**src/rtl/ntt_pkg.sv**
```systemverilog
// Shared types and index helpers for the NTT stage reader: FSM states,
// butterfly pair/twiddle index functions and the per-pair metadata record.
package ntt_pkg;

  localparam int MAX_LOGN = 16;

  typedef logic [MAX_LOGN-1:0] idx_t;

  typedef enum logic [1:0] {
    ST_IDLE,
    ST_ISSUE,
    ST_WAIT_WB,
    ST_DONE
  } state_t;

  typedef struct packed {
    idx_t       a;
    idx_t       b;
    logic [3:0] stage;
    logic       last;
  } meta_t;

  // a = ((p >> s) << (s+1)) | (p mod 2^s)
  function automatic idx_t pair_a(input idx_t p, input logic [3:0] s);
    idx_t half_mask;
    half_mask = (idx_t'(1) << s) - idx_t'(1);
    return (((p >> s) << s) << 1) | (p & half_mask);
  endfunction

  function automatic idx_t pair_b(input idx_t p, input logic [3:0] s);
    return pair_a(p, s) + (idx_t'(1) << s);
  endfunction

  function automatic idx_t tw_idx(input idx_t p, input logic [3:0] s, input logic [4:0] logn);
    idx_t half_mask;
    half_mask = (idx_t'(1) << s) - idx_t'(1);
    return (p & half_mask) << (logn - 5'd1 - {1'b0, s});
  endfunction

endpackage

```
**src/rtl/ntt_pair_fifo.sv**
```systemverilog
// Small synchronous FIFO with occupancy count; head is presented
// combinationally so a push is visible on the output the following cycle.
module ntt_pair_fifo #(
  parameter int W     = 8,
  parameter int DEPTH = 4,
  parameter int CW    = $clog2(DEPTH + 1)
) (
  input  logic          clk,
  input  logic          rst,
  input  logic          push_i,
  input  logic [W-1:0]  data_i,
  input  logic          pop_i,
  output logic [W-1:0]  data_o,
  output logic [CW-1:0] count_o
);

  localparam int AW = (DEPTH > 1) ? $clog2(DEPTH) : 1;
  localparam logic [AW-1:0] LAST_PTR = AW'(DEPTH - 1);

  logic [W-1:0]  mem_q [DEPTH];
  logic [AW-1:0] wr_ptr_q;
  logic [AW-1:0] rd_ptr_q;
  logic [CW-1:0] count_q;

  function automatic logic [AW-1:0] ptr_inc(input logic [AW-1:0] ptr);
    return (ptr == LAST_PTR) ? '0 : ptr + 1'b1;
  endfunction

  always_ff @(posedge clk) begin
    if (push_i) begin
      mem_q[wr_ptr_q] <= data_i;
    end
  end

  always_ff @(posedge clk) begin
    if (rst) begin
      wr_ptr_q <= '0;
      rd_ptr_q <= '0;
      count_q  <= '0;
    end else begin
      if (push_i) wr_ptr_q <= ptr_inc(wr_ptr_q);
      if (pop_i)  rd_ptr_q <= ptr_inc(rd_ptr_q);
      case ({push_i, pop_i})
        2'b10:   count_q <= count_q + 1'b1;
        2'b01:   count_q <= count_q - 1'b1;
        default: count_q <= count_q;
      endcase
    end
  end

  assign data_o  = mem_q[rd_ptr_q];
  assign count_o = count_q;

endmodule

```
**src/rtl/ntt_stage_reader.sv**
```systemverilog
// In-place Cooley-Tukey schedule generator: issues butterfly reads per stage,
// buffers returned operands with their write-back metadata, and waits for the
// writer between stages.
module ntt_stage_reader
  import ntt_pkg::*;
#(
  parameter int WIDTH      = 18,
  parameter int LOGN       = 8,
  parameter int FIFO_DEPTH = 4,
  parameter logic [WIDTH-1:0] W1_CONST = {{(WIDTH-1){1'b0}}, 1'b1}
) (
  input  logic                     clk,
  input  logic                     rst,
  input  logic                     start,
  output logic                     busy,
  output logic                     done,
  output logic                     rd_en,
  output logic [LOGN-1:0]          rd_addr_1,
  output logic [LOGN-1:0]          rd_addr_2,
  output logic [LOGN-2:0]          tw_addr,
  input  logic [WIDTH-1:0]         rd_data_1,
  input  logic [WIDTH-1:0]         rd_data_2,
  input  logic [WIDTH-1:0]         tw_rd_data,
  output logic [WIDTH-1:0]         input_1,
  output logic [WIDTH-1:0]         input_2,
  output logic [WIDTH-1:0]         weight_1,
  output logic [WIDTH-1:0]         weight_2,
  output logic [LOGN-1:0]          out_addr_1,
  output logic [LOGN-1:0]          out_addr_2,
  output logic [$clog2(LOGN)-1:0]  out_stage,
  output logic                     out_last,
  output logic                     out_valid,
  input  logic                     out_ready,
  input  logic                     wb_done
);

  localparam int SW = $clog2(LOGN);
  localparam int PW = LOGN - 1;
  localparam int CW = $clog2(FIFO_DEPTH + 1);
  localparam int EW = 3 * WIDTH + 2 * LOGN + SW + 1;
  localparam logic [PW-1:0] P_LAST = {PW{1'b1}};
  localparam logic [SW-1:0] S_LAST = SW'(LOGN - 1);

  state_t        state_q;
  logic [SW-1:0] s_q;
  logic [PW-1:0] p_q;
  logic          inflight_q;
  meta_t         meta_q;

  idx_t          a_full;
  idx_t          b_full;
  idx_t          tw_full;
  logic          rd_go;
  logic          last_pair;
  logic [CW-1:0] fifo_count;
  logic          pop;
  logic [EW-1:0] push_data;
  logic [EW-1:0] head_data;
  logic          unused_bits;

  assign a_full    = pair_a(idx_t'(p_q), 4'(s_q));
  assign b_full    = pair_b(idx_t'(p_q), 4'(s_q));
  assign tw_full   = tw_idx(idx_t'(p_q), 4'(s_q), 5'(LOGN));
  assign last_pair = (p_q == P_LAST);

  // Credit: buffered entries plus the read still in flight must leave room.
  assign rd_go = (state_q == ST_ISSUE) &&
                 (({1'b0, fifo_count} + (CW+1)'(inflight_q)) < (CW+1)'(FIFO_DEPTH));

  assign rd_en     = rd_go;
  assign rd_addr_1 = rd_go ? a_full[LOGN-1:0]  : '0;
  assign rd_addr_2 = rd_go ? b_full[LOGN-1:0]  : '0;
  assign tw_addr   = rd_go ? tw_full[LOGN-2:0] : '0;

  assign busy = (state_q == ST_ISSUE) || (state_q == ST_WAIT_WB);
  assign done = (state_q == ST_DONE);

  always_ff @(posedge clk) begin
    if (rst) begin
      state_q <= ST_IDLE;
      s_q     <= '0;
      p_q     <= '0;
    end else begin
      case (state_q)
        ST_IDLE: begin
          if (start) begin
            state_q <= ST_ISSUE;
            s_q     <= '0;
            p_q     <= '0;
          end
        end
        ST_ISSUE: begin
          if (rd_go) begin
            p_q <= p_q + 1'b1;
            if (last_pair) state_q <= ST_WAIT_WB;
          end
        end
        ST_WAIT_WB: begin
          if (wb_done) begin
            if (s_q == S_LAST) begin
              state_q <= ST_DONE;
            end else begin
              s_q     <= s_q + 1'b1;
              p_q     <= '0;
              state_q <= ST_ISSUE;
            end
          end
        end
        default: state_q <= ST_IDLE;
      endcase
    end
  end

  // Metadata rides one cycle behind rd_en so it lines up with the RAM data.
  always_ff @(posedge clk) begin
    if (rst) begin
      inflight_q <= 1'b0;
      meta_q     <= '0;
    end else begin
      inflight_q <= rd_go;
      if (rd_go) begin
        meta_q <= '{a: a_full, b: b_full, stage: 4'(s_q), last: last_pair};
      end
    end
  end

  assign push_data = {rd_data_1, rd_data_2, tw_rd_data,
                      meta_q.a[LOGN-1:0], meta_q.b[LOGN-1:0],
                      meta_q.stage[SW-1:0], meta_q.last};

  ntt_pair_fifo #(
    .W     (EW),
    .DEPTH (FIFO_DEPTH),
    .CW    (CW)
  ) u_fifo (
    .clk     (clk),
    .rst     (rst),
    .push_i  (inflight_q),
    .data_i  (push_data),
    .pop_i   (pop),
    .data_o  (head_data),
    .count_o (fifo_count)
  );

  logic [WIDTH-1:0] h_in1, h_in2, h_tw;
  logic [LOGN-1:0]  h_a, h_b;
  logic [SW-1:0]    h_s;
  logic             h_last;

  assign {h_in1, h_in2, h_tw, h_a, h_b, h_s, h_last} = head_data;

  assign out_valid  = (fifo_count != '0);
  assign pop        = out_valid & out_ready;
  assign input_1    = out_valid ? h_in1    : '0;
  assign input_2    = out_valid ? h_in2    : '0;
  assign weight_2   = out_valid ? h_tw     : '0;
  assign weight_1   = out_valid ? W1_CONST : '0;
  assign out_addr_1 = out_valid ? h_a      : '0;
  assign out_addr_2 = out_valid ? h_b      : '0;
  assign out_stage  = out_valid ? h_s      : '0;
  assign out_last   = out_valid & h_last;

  assign unused_bits = ^{meta_q, a_full, b_full, tw_full};

endmodule

```
**config.mk**
```make
export PLATFORM = sky130hd
export DESIGN_NAME = ntt_stage_reader
export DESIGN_NICKNAME = d
export VERILOG_FILES = /design/src/rtl/ntt_pkg.sv /design/src/rtl/ntt_pair_fifo.sv /design/src/rtl/ntt_stage_reader.sv
export SDC_FILE = /design/constraint.sdc
export NUM_CORES = 1
export LEC_CHECK = 0
export CAP_MARGIN = 20
export CORE_MARGIN = 2
export CORE_UTILIZATION = 45
export CTS_BUF_LIST = sky130_fd_sc_hd__clkbuf_2 sky130_fd_sc_hd__clkbuf_4 sky130_fd_sc_hd__clkbuf_8
export DETAILED_ROUTE_END_ITERATION = 12
export HOLD_SLACK_MARGIN = 0.15
export PLACE_DENSITY = 0.72
export SYNTH_ARGS = -nofsm -noshare
export SYNTH_HDL_FRONTEND = slang
export SYNTH_SLANG_ARGS = --single-unit
```
**constraint.sdc**
```tcl
create_clock -name clk -period 7.2 [get_ports clk]
set_clock_uncertainty 0.05 [all_clocks]
set_input_delay 0.72 -clock clk [delete_from_list [all_inputs] [get_ports clk]]
set_output_delay 0.72 -clock clk [all_outputs]
set_load 0.03 [all_outputs]
```
==> impl_metrics.py <==
metrics = {
    "critical_path": {
        "crit_path_end_kind": "output port",
        "cp_num_buf_inv": 3,
        "reg2reg_from": "s_q[0]",
        "endpoint": "rd_addr_2[7]",
        "r2r_slack_ps": 3910,
        "worstSetupStartpointType": "flip-flop",
        "path_cells": "inv_1 -> ha_1 -> a22oi_1 -> o21a_1 -> inv_1 -> ha_1 -> a211o_1 -> a2111o_1 -> a31o_2 -> a21oi_1 -> clkdlybuf4s50_1",
        "r2r_cells": 10,
        "r2r-end": "meta_q[12]",
        "cp_top_family": "compound AO/OA/AOI/OAI gates",
        "arrival_ps": 4370,
        "cp.depth": 11,
        "cp_slowest_cell": "dfxtp_1",
        "worstSetupPathType": "flip-flop to output port",
        "startpoint": "s_q[0]",
        "required_ps": 6430,
        "cp_max_fo": 21,
        "cpPeakStageDelay_ps": 760,
    },
    "clocking": {
        "cts_hold_buf": 0,
        "cts_tree": "built",
        "cts_max_path_buffers": 3,
        "ctsHtreeMaxLevel": 2,
        "cts_root_buffer": "clkbuf_8",
        "clkSinkCount": 338,
        "cts_resized": 0,
        "worstSkewPairLatency_ps": 560,
        "clk_pin_slew_ps": 60,
        "cts-buffers-inserted": 54,
        "postCtsSetupBuffers": 0,
    },
    "layout": {
        "seqCellArea_mm2": 0.00974,
        "n_antenna_cell": 0,
        "stdcell_count": 1461,
        "fillerInstances": 2423,
        "final_nets": 1104,
        "multi_input_area_mm2": 0.00394,
        "final_common_cell": "edfxtp_1",
        "synthToLayoutAreaGrowth_pct": 22.1,
        "layout_common_cells": "296 x edfxtp_1, 160 x clkdlybuf4s50_1, 82 x and2_1",
        "drive_gt1_share_pct": 17.6,
    },
    "routing": {
        "first_pass_iters": 5,
        "vias": 7822,
        "avgViaCountPerCell": 5.35,
        "drcViolationCount": 0,
        "ant_nets": 0,
        "wl_mm": 28.1,
        "drt_iter0_markers": 627,
        "wire_per_inst_um": 19.2,
    },
    "placement": {
        "post-place-ws_ps": 2660,
        "place_hpwl_mm": 16.8,
        "placed_cells": 1359,
        "portBuffers": 160,
        "gp_congestion": 0.864,
    },
    "global_route": {
        "grt_util_met1_pct": 23.6,
        "grt_pass1_vias": 8112,
        "grt_first_pass_wirelength_mm": 44.1,
        "antenna_found_initial": 0,
        "grt.met3_usage_pct": 3.46,
        "grt.met2_usage_pct": 28.2,
        "grt_util_all_layers_pct": 17.2,
        "grt_max_degree": 68,
        "grt.overflow.total": 0,
        "busiest_layer": "met2",
    },
    "sta": {
        "relSlewSlack_pct": 43.2,
        "tns_ps": 0,
        "setup_violations": 0,
        "fin_crit_ps": 5140,
        "timing.final.crit_share_pct": 71.4,
        "worstMarginPinSlew_ps": 850,
        "rsz0062_at_grt": "false",
        "fin_ws_ps": 2060,
        "finalMaxSlewViolations": 0,
        "max_clock_freq_mhz": 195,
        "timing_hold_violations_final": 0,
    },
    "logic_synthesis": {
        "synth_top_area_cell": "edfxtp_1",
        "yosysSeqAreaShare_pct": 69.3,
        "synth.yosys.warnings": 0,
        "synth-edff-count": 296,
        "synth-seq-cells": 338,
        "async_reset_ff_share_pct": 0,
        "syn_area_per_cell_um2": 16.7,
        "synth_top_area_share_pct": 63.4,
        "syn_inst": 841,
        "ys.flop_type": "edfxtp_1",
        "synth_top_cells_by_area": "edfxtp_1 63%, mux4_2 12%, dfxtp_1 6.0%",
        "synth_cell_type_count": 56,
        "syn-cell-area_mm2": 0.0140,
    },
    "floorplan": {
        "pin_count": 178,
        "die_w_um": 181,
        "start_util_pct": 45.7,
        "dieHeight_um": 181,
        "core.rowCount": 64,
        "coreArea_mm2": 0.0307,
        "dieArea_mm2": 0.0326,
    },
    "power": {
        "cellLeakagePower_nw": 5.69,
        "power_mw": 5.58,
        "ir_worst_vdd_mv": 0.175,
        "p_per_area_mw_per_mm2": 326,
    },
    "flow_run": {
        "maxCapViolations": 0,
    },
    "min_path": {
        "min_path_type": "flip-flop to flip-flop",
    },
    "run_status": {
        "status": "complete, no violations",
    },
}
[logic make-up (layout without fill, tap and decap cells)]
family / after synthesis / count (layout) / share of synthesized area, %
compound gates: 99 / 99 / 4.66
xor+xnor: 6 / 6 / 0.375
fa+ha+maj: 25 / 25 / 2.34
buf+inv: 92 / 299 / 3.09
flops: 338 / 338 / 69.3
mux: 80 / 80 / 12.3
other cells: 1 / 18 / 0.0267
simple gates: 200 / 200 / 7.85
[cells in the mapped netlist (3+ instances only)]
master	count
and2_1	86
xor2_1	5
inv_1	26
o21a_1	5
a21oi_1	32
nand4_1	3
mux4_2	74
nor4_1	4
nand3_1	10
clkbuf_1	34
o21ai_0	15
a31oi_1	4
buf_4	18
nor2b_1	10
o31ai_1	7
a211oi_1	8
mux2i_1	5
or3_1	9
o41ai_1	3
edfxtp_1	296
or4_1	5
o211ai_1	4
a211o_1	4
dfxtp_1	42
nand2b_1	3
nand2_1	35
nor2_1	25
buf_2	10
ha_1	23
[stage by stage]
stage | util (%) | instance area (µm²) | hold WS (ps)
after floorplan | - | 14100 | 403
after global placement | 52.0 | 15900 | 412
after detailed placement | 52.0 | 15900 | 432
after CTS | 55.8 | 17100 | 437
after global routing | 55.9 | 17100 | 465
final | 55.9 | 17100 | 443
[where the power goes]
part | internal [mW] | total, mW | leakage (nW) | switching (mW)
logic | 0.645 | 1.51 | 2.05 | 0.864
registers | 2.28 | 2.36 | 3.03 | 0.0833
clock network | 0.993 | 1.70 | 0.610 | 0.711
[worst register-to-register path: cells and delay by family, from the launching register on]
kind	cells	cell delay, ps
flops	1	760
fa+ha+maj	2	670
compound gates	6	1460
buf+inv	2	260
[flip-flops by register name, summed over array words and instances, names as in the netlist, named ones only]
signal and count:
s_q 3, inflight_q 1, u_fifo.wr_ptr_q 2, u_fifo.count_o 3, state_q 2, meta_q 20
u_fifo.rd_ptr_q 2, u_fifo.mem_q 296, p_q 7
[how the worst min path moves through the flow]
stage,depth (start not counted),slack [ps],end,start
6_report,2,440,flip-flop,u_fifo.rd_ptr_q[1]
5_1_grt,2,470,flip-flop,u_fifo.rd_ptr_q[1]
4_1_cts,0,440,u_fifo.mem_q[1][3],meta_q[3]
3_5_place_dp,2,430,flip-flop,u_fifo.rd_ptr_q[1]
3_3_place_gp,2,410,flip-flop,u_fifo.rd_ptr_q[1]
2_1_floorplan,0,400,u_fifo.mem_q[0][7],meta_q[8]
[final cells by class]
type,instances,share of cell area [%]
tap,396,2.89
clock buffer,72,5.24
clock inverter,29,1.53
timing repair buffer,170,9.90
sequential,338,56.8
inverter,28,0.613
multi-input combinational,428,23.0
[per-layer routing]
layer	part of all wire, %	wire length [µm]
met1	44	12300
met2	48	13500
met3	6.4	1790
met4	1.5	434
met5	0	0
(Power assumes the default switching activity.)
